===== src/rtl/aes_cipher_ctrl_pkg.sv =====
// Shared constants, state encoding and helpers for the AES cipher controller.
package aes_cipher_ctrl_pkg;

    localparam int AES_NR_MAX     = 14;
    localparam int BLK_S          = 128;
    localparam int Nb             = 4;
    localparam int ROUND_KEY_BITS = 128;

    localparam logic [3:0] RNDS_RESET = 4'd10;

    typedef enum logic [1:0] {
        ST_IDLE = 2'd0,
        ST_RUN  = 2'd1,
        ST_OUT  = 2'd2
    } ctrl_state_t;

    function automatic logic rounds_valid(input logic [3:0] nr);
        return (nr == 4'd10) || (nr == 4'd12) || (nr == 4'd14);
    endfunction

endpackage


===== src/rtl/aes_rkey_ram.sv =====
// Round-key store: (NR_MAX+1) x 128 RAM, synchronous write, registered read.
module aes_rkey_ram
    import aes_cipher_ctrl_pkg::*;
#(
    parameter int NR_MAX = AES_NR_MAX
) (
    input  logic                      clk,
    input  logic                      reset,
    input  logic                      i_wr_en,
    input  logic [3:0]                i_wr_addr,
    input  logic [ROUND_KEY_BITS-1:0] i_wr_data,
    input  logic [3:0]                i_rd_addr,
    output logic [ROUND_KEY_BITS-1:0] o_rd_data
);

    localparam logic [3:0] LAST_ADDR = 4'(NR_MAX);

    logic [ROUND_KEY_BITS-1:0] r_mem [0:NR_MAX];
    logic [ROUND_KEY_BITS-1:0] r_rd_data;

    // Array contents are intentionally not reset; keys survive a controller reset.
    always_ff @(posedge clk) begin
        if (i_wr_en && (i_wr_addr <= LAST_ADDR)) begin
            r_mem[i_wr_addr] <= i_wr_data;
        end
    end

    always_ff @(posedge clk) begin
        if (reset) begin
            r_rd_data <= '0;
        end else if (i_rd_addr <= LAST_ADDR) begin
            r_rd_data <= r_mem[i_rd_addr];
        end else begin
            r_rd_data <= '0;
        end
    end

    assign o_rd_data = r_rd_data;

endmodule


===== src/rtl/aes_cipher_ctrl.sv =====
// Stream front-end and one-block-in-flight sequencer for the AES round engine.
// Optional CBC chaining is built when AES_CTRL_CBC_EN is defined (ECB otherwise).
//
// state   | meaning
// IDLE    | ready for a plaintext block and round-key writes
// RUN     | block launched on the engine, waiting for its done pulse
// OUT     | ciphertext presented, waiting for the output handshake
module aes_cipher_ctrl
    import aes_cipher_ctrl_pkg::*;
#(
    parameter int NR_MAX = AES_NR_MAX
) (
    input  logic         clk,
    input  logic         reset,
    input  logic         i_rk_wr_en,
    input  logic [3:0]   i_rk_wr_addr,
    input  logic [127:0] i_rk_wr_data,
    input  logic [3:0]   i_cfg_rounds,
    input  logic         i_iv_load,
    input  logic [127:0] i_cfg_iv,
    input  logic         i_s_valid,
    output logic         o_s_ready,
    input  logic [127:0] i_s_data,
    output logic         o_m_valid,
    input  logic         i_m_ready,
    output logic [127:0] o_m_data,
    output logic         o_busy,
    output logic         o_cfg_err,
    output logic         o_core_en,
    output logic [127:0] o_core_plaintext,
    output logic [3:0]   o_core_rounds,
    output logic [127:0] o_core_key,
    input  logic [3:0]   i_core_round_key_no,
    input  logic [127:0] i_core_ciphertext,
    input  logic         i_core_en_o
);

    localparam logic [3:0] LAST_ADDR = 4'(NR_MAX);

    ctrl_state_t  r_state;
    ctrl_state_t  w_state_next;
    logic         r_core_en;
    logic         r_wr_err;
    logic [127:0] r_pt;
    logic [3:0]   r_rounds;
    logic [127:0] r_m_data;
    logic [127:0] w_pt_in;
    logic         w_cfg_err;
    logic         w_wr_ok;
    logic         w_s_hs;
    logic         w_m_hs;
    logic         w_done;

    assign w_wr_ok   = i_rk_wr_en && (r_state == ST_IDLE) && (i_rk_wr_addr <= LAST_ADDR);
    assign w_cfg_err = !reset && (!rounds_valid(i_cfg_rounds) || r_wr_err);
    assign w_s_hs    = i_s_valid && o_s_ready;
    assign w_m_hs    = (r_state == ST_OUT) && i_m_ready;
    assign w_done    = (r_state == ST_RUN) && i_core_en_o;

`ifdef AES_CTRL_CBC_EN
    logic [127:0] r_chain;

    assign w_pt_in = i_s_data ^ r_chain;

    always_ff @(posedge clk) begin
        if (reset) begin
            r_chain <= '0;
        end else if (w_done) begin
            r_chain <= i_core_ciphertext;
        end else if (i_iv_load && (r_state == ST_IDLE)) begin
            r_chain <= i_cfg_iv;
        end
    end
`else
    logic w_unused_iv;

    assign w_pt_in     = i_s_data;
    assign w_unused_iv = ^{i_iv_load, i_cfg_iv};
`endif

    always_comb begin
        w_state_next = r_state;
        case (r_state)
            ST_IDLE: if (w_s_hs) w_state_next = ST_RUN;
            ST_RUN:  if (w_done) w_state_next = ST_OUT;
            ST_OUT:  if (w_m_hs) w_state_next = ST_IDLE;
            default: w_state_next = ST_IDLE;
        endcase
    end

    always_ff @(posedge clk) begin
        if (reset) begin
            r_state   <= ST_IDLE;
            r_core_en <= 1'b0;
            r_wr_err  <= 1'b0;
            r_pt      <= '0;
            r_rounds  <= RNDS_RESET;
            r_m_data  <= '0;
        end else begin
            r_state   <= w_state_next;
            r_core_en <= w_s_hs;
            r_wr_err  <= i_rk_wr_en && !w_wr_ok;
            if (w_s_hs) begin
                r_pt     <= w_pt_in;
                r_rounds <= i_cfg_rounds;
            end
            if (w_done) begin
                r_m_data <= i_core_ciphertext;
            end
        end
    end

    aes_rkey_ram #(.NR_MAX(NR_MAX)) u_rkey_ram (
        .clk       (clk),
        .reset     (reset),
        .i_wr_en   (w_wr_ok),
        .i_wr_addr (i_rk_wr_addr),
        .i_wr_data (i_rk_wr_data),
        .i_rd_addr (i_core_round_key_no),
        .o_rd_data (o_core_key)
    );

    assign o_s_ready        = !reset && (r_state == ST_IDLE) && !w_cfg_err;
    assign o_m_valid        = (r_state == ST_OUT);
    assign o_m_data         = r_m_data;
    assign o_busy           = (r_state != ST_IDLE);
    assign o_cfg_err        = w_cfg_err;
    assign o_core_en        = r_core_en;
    assign o_core_plaintext = r_pt;
    assign o_core_rounds    = r_rounds;

endmodule


===== config.mk =====
export PLATFORM = sky130hd
export DESIGN_NAME = aes_cipher_ctrl
export DESIGN_NICKNAME = d
export VERILOG_FILES = /design/src/rtl/aes_cipher_ctrl_pkg.sv /design/src/rtl/aes_rkey_ram.sv /design/src/rtl/aes_cipher_ctrl.sv
export SDC_FILE = /design/constraint.sdc
export NUM_CORES = 2
export LEC_CHECK = 0
export CAP_MARGIN = 5
export CELL_PAD_IN_SITES_DETAIL_PLACEMENT = 1
export CELL_PAD_IN_SITES_GLOBAL_PLACEMENT = 2
export CORE_ASPECT_RATIO = 1.2
export CORE_MARGIN = 3
export CORE_UTILIZATION = 40
export CTS_CLUSTER_SIZE = 10
export DETAILED_ROUTE_END_ITERATION = 8
export PLACE_DENSITY = 0.75
export REMOVE_ABC_BUFFERS = 1
export SETUP_SLACK_MARGIN = 0.4
export SYNTH_ARGS = -nofsm -noshare
export SYNTH_HDL_FRONTEND = slang
export SYNTH_SLANG_ARGS = --single-unit
export TNS_END_PERCENT = 100

===== constraint.sdc =====
create_clock -name clk -period 15.51 [get_ports clk]
set_input_delay 3.102 -clock clk [delete_from_list [all_inputs] [get_ports clk]]
set_output_delay 3.102 -clock clk [all_outputs]
set_load 0.02 [all_outputs]

; Yosys cells after proc, flatten, opt, wreduce, memory -nomap -nowiden
; Memories as Yosys holds them, arrays and structs flattened. A register that Yosys moved wholly into a read port is not among the register bits.
; Index checks and enable logic that the tools add are counted.
[totals]
ff_bits = 264
mem_bits_rw = 1920
input_bits = 531
output_inout_bits = 393
memories = 1
[mem_list]
columns = name, words, width, rd, rd_clocked_by_memory_dff, wr, line_no
row1 = u_rkey_ram.r_mem, 15, 128, 1, 1, 1, aes_rkey_ram.sv:18  ; logic [ROUND_KEY_BITS-1:0] r_mem [0:NR_MAX];
[classes]
n_lt_le_gt_ge = 2
n_eq_ne = 8
mux = 6
bitwise_logic = 1
n_reduce_logical = 21
[op_table]
columns = operator, count
row1 = "4-bit == test, second input constant", 3
row2 = 1-bit logical AND, 10
row3 = "4-bit <= comparator, second input constant", 2
row4 = 2-bit 2-to-1 mux, 3
row5 = 2-bit case mux with 3 select lines, 1
row6 = 1-bit logical NOT, 4
row7 = "2-bit inequality test, second input constant", 2
row8 = 1-bit logical OR, 3
row9 = 3-bit AND reduction, 1
row10 = "2-bit by 1-bit == test with 1-bit output, second input constant", 1
row11 = "2-bit == test, second input constant", 1
row12 = 2-bit logical NOT, 1
row13 = 1-bit 2-to-1 mux, 2
row14 = "2-bit by 1-bit inequality test with 1-bit output, second input constant", 1
row15 = 2-bit nonzero test, 1
row16 = 2-bit OR reduction, 1
row17 = 1-bit inverter, 1

; Longest topological paths before layout
[depth]
ltp_word = 11
ltp_mapped = 8
depth_no_buf = 5

; By module
; From an unflattened synthesis, not the netlist that was laid out.
[hier_totals]
cells_unflattened = 4576
area_unflattened_um2 = 85447.0
[by_module_without_submodules]
columns = mod, n_inst, cells_per_inst, area_per_inst_um2
row1 = aes_rkey_ram, 1, 3428, 75027.0
row2 = aes_cipher_ctrl, 1, 1148, 10420.0

; Worst setup path after synthesis
; Ideal clock, no wire load.
[synth_timing]
path_kind = input -> register
startpoint = in i_rk_wr_en
endpoint = mem u_rkey_ram.r_mem[0][0], enable pin
setup_time_ps = 772
arrival_time_ps = 12585
required_time_ps = 14738
setup_slack_ps = 2153
path_stages = 3
path_cell_list = or3b_2 or3_1 nor3_1
[synth_between]
elab_chain_cells = 5
[synth_rtl]
columns = item, line_no
row1 = from (decl), aes_cipher_ctrl.sv:15  ; input logic i_rk_wr_en,
row2 = 1-bit logical AND (2 in series), aes_cipher_ctrl.sv:54  ; assign w_wr_ok = i_rk_wr_en && (r_state == ST_IDLE) && (i_rk_wr_addr <= LAST_ADDR);
row3 = 1-bit logical AND, aes_rkey_ram.sv:23  ; if (i_wr_en && (i_wr_addr <= LAST_ADDR)) begin
row4 = 1-bit 2-to-1 mux, aes_rkey_ram.sv:23
row5 = 1-bit 2-to-1 mux (implied by the code), aes_rkey_ram.sv:24  ; r_mem[i_wr_addr] <= i_wr_data;
row6 = to (decl), aes_rkey_ram.sv:18
; Every way passes these cells.

; Worst setup path after layout
[layout_timing]
startpoint = in i_cfg_rounds[2]
endpoint = out o_s_ready
[layout_between]
elab_chain_cells = 8
word_cells_on_any_way = 10
cone_classes = eq/ne: 3 / reduce/logical: 7
[layout_rtl]
columns = item, line_no
row1 = from (decl), aes_cipher_ctrl.sv:18  ; input logic [3:0] i_cfg_rounds,
row2 = 4-bit == test, aes_cipher_ctrl_pkg.sv:18  ; return (nr == 4'd10) || (nr == 4'd12) || (nr == 4'd14);
row3 = 1-bit logical OR, aes_cipher_ctrl_pkg.sv:18
row4 = 1-bit logical OR *, aes_cipher_ctrl_pkg.sv:18
row5 = 1-bit logical NOT *, aes_cipher_ctrl.sv:55  ; assign w_cfg_err = !reset && (!rounds_valid(i_cfg_rounds) || r_wr_err);
row6 = 1-bit logical OR *, aes_cipher_ctrl.sv:55
row7 = 1-bit logical AND *, aes_cipher_ctrl.sv:55
row8 = 1-bit logical NOT *, aes_cipher_ctrl.sv:123  ; assign o_s_ready = !reset && (r_state == ST_IDLE) && !w_cfg_err;
row9 = 1-bit logical AND *, aes_cipher_ctrl.sv:123
row10 = to (decl), aes_cipher_ctrl.sv:22  ; output logic o_s_ready,
; Every way passes the cells marked *; elsewhere a longest branch is shown, timed or not.

==> summary.md <==
| Metric | Value |
|---|---|
| Status | `finished clean` |
| Cell area after synthesis | `85000 um^2` |
| Area leader, netlist | `edfxtp_1` |
| Worst hold start | `o_core_rounds[3]` |
| DR iter-0 viols | `3671` |
| Vias post-DR | `46100` |
| # hold bufs at CTS | `0` |
| Period utilization | `0.522` |
| Crit end category | `output port` |
| Reg2reg end | `u_rkey_ram.r_mem[12][75]` |
| Seq/Total Area, Yosys | `0.771` |
| CTS tree | `built` |
| CP bufs+invs | `2` |
| Initial core utilization | `0.404` |
| GRT Util Overall | `0.229` |
| VDD IR max | `0.100 mV` |
| CP top delay family | `buffers and inverters` |
| Initial antenna violation count | `72` |
| Wire length per cell | `29.9 um` |
| Max-cap viol count | `0` |
| Slew of the pin with the lowest slew margin | `1.04 ns` |
| P per Cell Area | `130 nW/um^2` |
| Total CTS buffers | `285` |
| Max-slew headroom | `0.305` |
| Worst Setup Path Type | `in -> out` |
| Worst Hold Path EP | `o_core_rounds[3]` |
| Vias in the first global route | `49000` |
| Synth Instances | `4605` |
| Number of cells on the critical path | `5` |
| Clock slew at reported path FFs | `0.05 ns` |
| WP data required | `12.41 ns` |
| Sequence of cells on the critical path | `clkdlybuf4s50_1 -> nor2_1 -> nor3_1 -> and3_1 -> clkdlybuf4s50_1` |
| RSZ-0062 raised after global routing | `no` |
| Post-CTS Resized | `0` |
| Worst Skew | `0.0619 ns` |
| First-pass GRT wire length | `359 mm` |
| Vias/cell | `5.45` |
| Final hold violations | `0` |
| Fraction of layout cells with a size suffix above 1 | `0.138` |
| Die area | `218000 um^2` |
| Worst R2R Path Depth | `5` |
| Flops & latches, synth | `2312` |
| Worst-skew pair later-pin latency | `0.91 ns` |
| Die Wd | `427 um` |
| Worst path arrival time | `4.99 ns` |
| CORE AREA | `210000 um^2` |
| Hold Crit Class | `reg -> reg` |
| CP max FO | `2` |
| Hpwl dp | `147 mm` |
| H-tree Lvls | `5` |
| Routed Antenna Nets | `0` |
| Row cnt | `184` |
| Yosys Warn Count | `0` |
| I/O Pins | `924` |
| Max Transition Viols Final | `0` |
| Critical R2R Launch | `r_state[1]` |
| Setup Viol. Count Final | `0` |
| Final hold slack | `0.452 ns` |
| Drt first pass iters | `6` |
| CTS Buffer Depth | `4` |
| LEAKAGE | `0.0339 uW` |
| Yosys cell types | `40` |
| Synth Area per Inst | `18.5 um^2` |
| Max stage delay on crit path | `0.65 ns` |
| Setup bufs post-CTS | `0` |
| Slowest CP cell | `clkdlybuf4s50_1` |
| Area share of the leading cell type in the synthesized netlist | `0.679` |
| GR Overflow Total | `0` |
| Largest net degree at the start of global routing | `107` |
| Crit path launch type | `primary input` |
| Internal reg-to-reg setup slack | `11.07 ns` |
| Final Critical Period | `8.09 ns` |
| TNS Setup | `0 ns` |
| GPL Wtd Cong | `0.865` |
| Hold depth | `1` |
| Layout Nets | `6021` |
| Clock root buffer | `clkbuf_16` |
| Clock sink count | `2312` |
| Most frequent CP cell | `clkdlybuf4s50_1` |
| Port buffer count | `794` |
| Die Span Y | `511 um` |
| DRC errors left | `0` |
| Final wirelength | `253 mm` |
| Ranking of synthesized cells by area | `edfxtp_1 68%, mux4_2 9.7%, dfxtp_1 9.2%` |
| Fmax | `0.124 GHz` |
| Synthesis-to-finish area growth | `22.3%` |
-- power by group --
part           internal [uW]  leakage [uW]  switching (uW)
registers               6830        0.0205            40.7
logic                    331       0.00951             433
clock network           3490       0.00385            2370
-- how the worst max path moves through the flow --
| stage | from | to |
|---|---|---|
| after global placement | i_cfg_rounds[2] | o_s_ready |
| after detailed placement | i_cfg_rounds[2] | o_s_ready |
| after global routing | i_cfg_rounds[2] | o_s_ready |
| final | i_cfg_rounds[2] | o_s_ready |
| after floorplan | i_rk_wr_en | u_rkey_ram.r_mem[0][0] |
| after CTS | i_cfg_rounds[2] | o_s_ready |
-- per-layer routing --
| metal | vias to the layer above | part of all wire | global-route usage |
|---|---|---|---|
| li1 | 19800 | - | - |
| met1 | 24200 | 0.38 | 0.274 |
| met2 | 1512 | 0.51 | 0.396 |
| met3 | 471 | 0.071 | 0.0597 |
| met4 | 78 | 0.036 | 0.0839 |
| met5 | - | 0.0022 | 0 |
-- flip-flops by register name (all words and copies together) (netlist names) --
register	count
u_rkey_ram.o_rd_data	128
o_core_en	1
o_core_rounds	4
r_state	2
r_wr_err	1
o_core_plaintext	128
u_rkey_ram.r_mem	1920
o_m_data	128
-- cells by family after synthesis --
logic type | Yosys count | share of synthesized area
AND/OR/NAND/NOR | 708 | 0.0327
AO/OA/AOI/OAI | 553 | 0.0365
flip-flops | 2312 | 0.771
buffers and inverters | 279 | 0.0171
multiplexers | 753 | 0.143
-- synth_stat cells (all sizes together) --
library cell  instances
and3                 16
nand4b                1
o41ai                 1
a21oi               261
inv                   2
and2b                 1
mux2                  2
nor3b                 4
nand3b                4
o211ai                1
nor2                 17
or3                   2
o22ai               112
dfxtp               392
mux4                367
a31oi                 1
a22oi                15
nor2b                 1
o21ai               127
clkbuf              116
or2                   3
a221o                16
mux2i               384
o21a                  1
a41oi                 1
or3b                  1
o31ai                 1
and2                  1
edfxtp             1920
a21o                  1
nor3                  6
buf                 161
a22o                 15
nand2b                4
nand2               647
-- through the flow --
step | total power, uW | cells | instance area, um^2 | worst slack (ns) | utilization
2_1_floorplan | 7290 | 4328 | 83500 | 2.15 | -
3_3_place_gp | 7750 | 7993 | 95900 | 7.51 | 0.456
3_5_place_dp | 7770 | 7993 | 95900 | 7.53 | 0.456
4_1_cts | 13700 | 8446 | 104000 | 7.51 | 0.494
5_1_grt | 14000 | 8456 | 104000 | 7.43 | 0.494
6_report | 13500 | 8467 | 104000 | 7.42 | 0.494
-- area by class of cell --
| cell class | instances | area, um^2 |
|---|---|---|
| inverter | 2 | 10.0 |
| timing repair buffer | 875 | 8710 |
| sequential | 2312 | 65500 |
| clock inverter | 8 | 81.3 |
| fill | 19600 | 106000 |
| tap | 2790 | 3490 |
| clock buffer | 445 | 7940 |
| multi-input combinational | 2014 | 18100 |
| antenna | 21 | 52.6 |
-- cells in the final DEF (no fill, tap or decap), types with 2 or more instances in the layout --
| cell type | n |
|---|---|
| nor2_4 | 12 |
| clkbuf_1 | 148 |
| clkbuf_8 | 4 |
| dfxtp_1 | 392 |
| edfxtp_1 | 1920 |
| o22ai_1 | 112 |
| and3_1 | 16 |
| diode_2 | 21 |
| a22o_1 | 15 |
| nand2_1 | 647 |
| nor3_2 | 4 |
| buf_8 | 4 |
| nand3b_1 | 4 |
| buf_12 | 11 |
| clkbuf_16 | 293 |
| nor3_1 | 2 |
| nor3b_1 | 3 |
| inv_6 | 3 |
| nor2_1 | 4 |
| buf_4 | 70 |
| or2_2 | 2 |
| a221o_1 | 16 |
| o21ai_0 | 127 |
| or3_1 | 2 |
| mux2_2 | 2 |
| a22oi_1 | 15 |
| nand2b_1 | 4 |
| clkdlybuf4s50_1 | 790 |
| mux4_2 | 367 |
| mux2i_1 | 384 |
| a21oi_1 | 260 |
(Power assumes the default switching activity.)
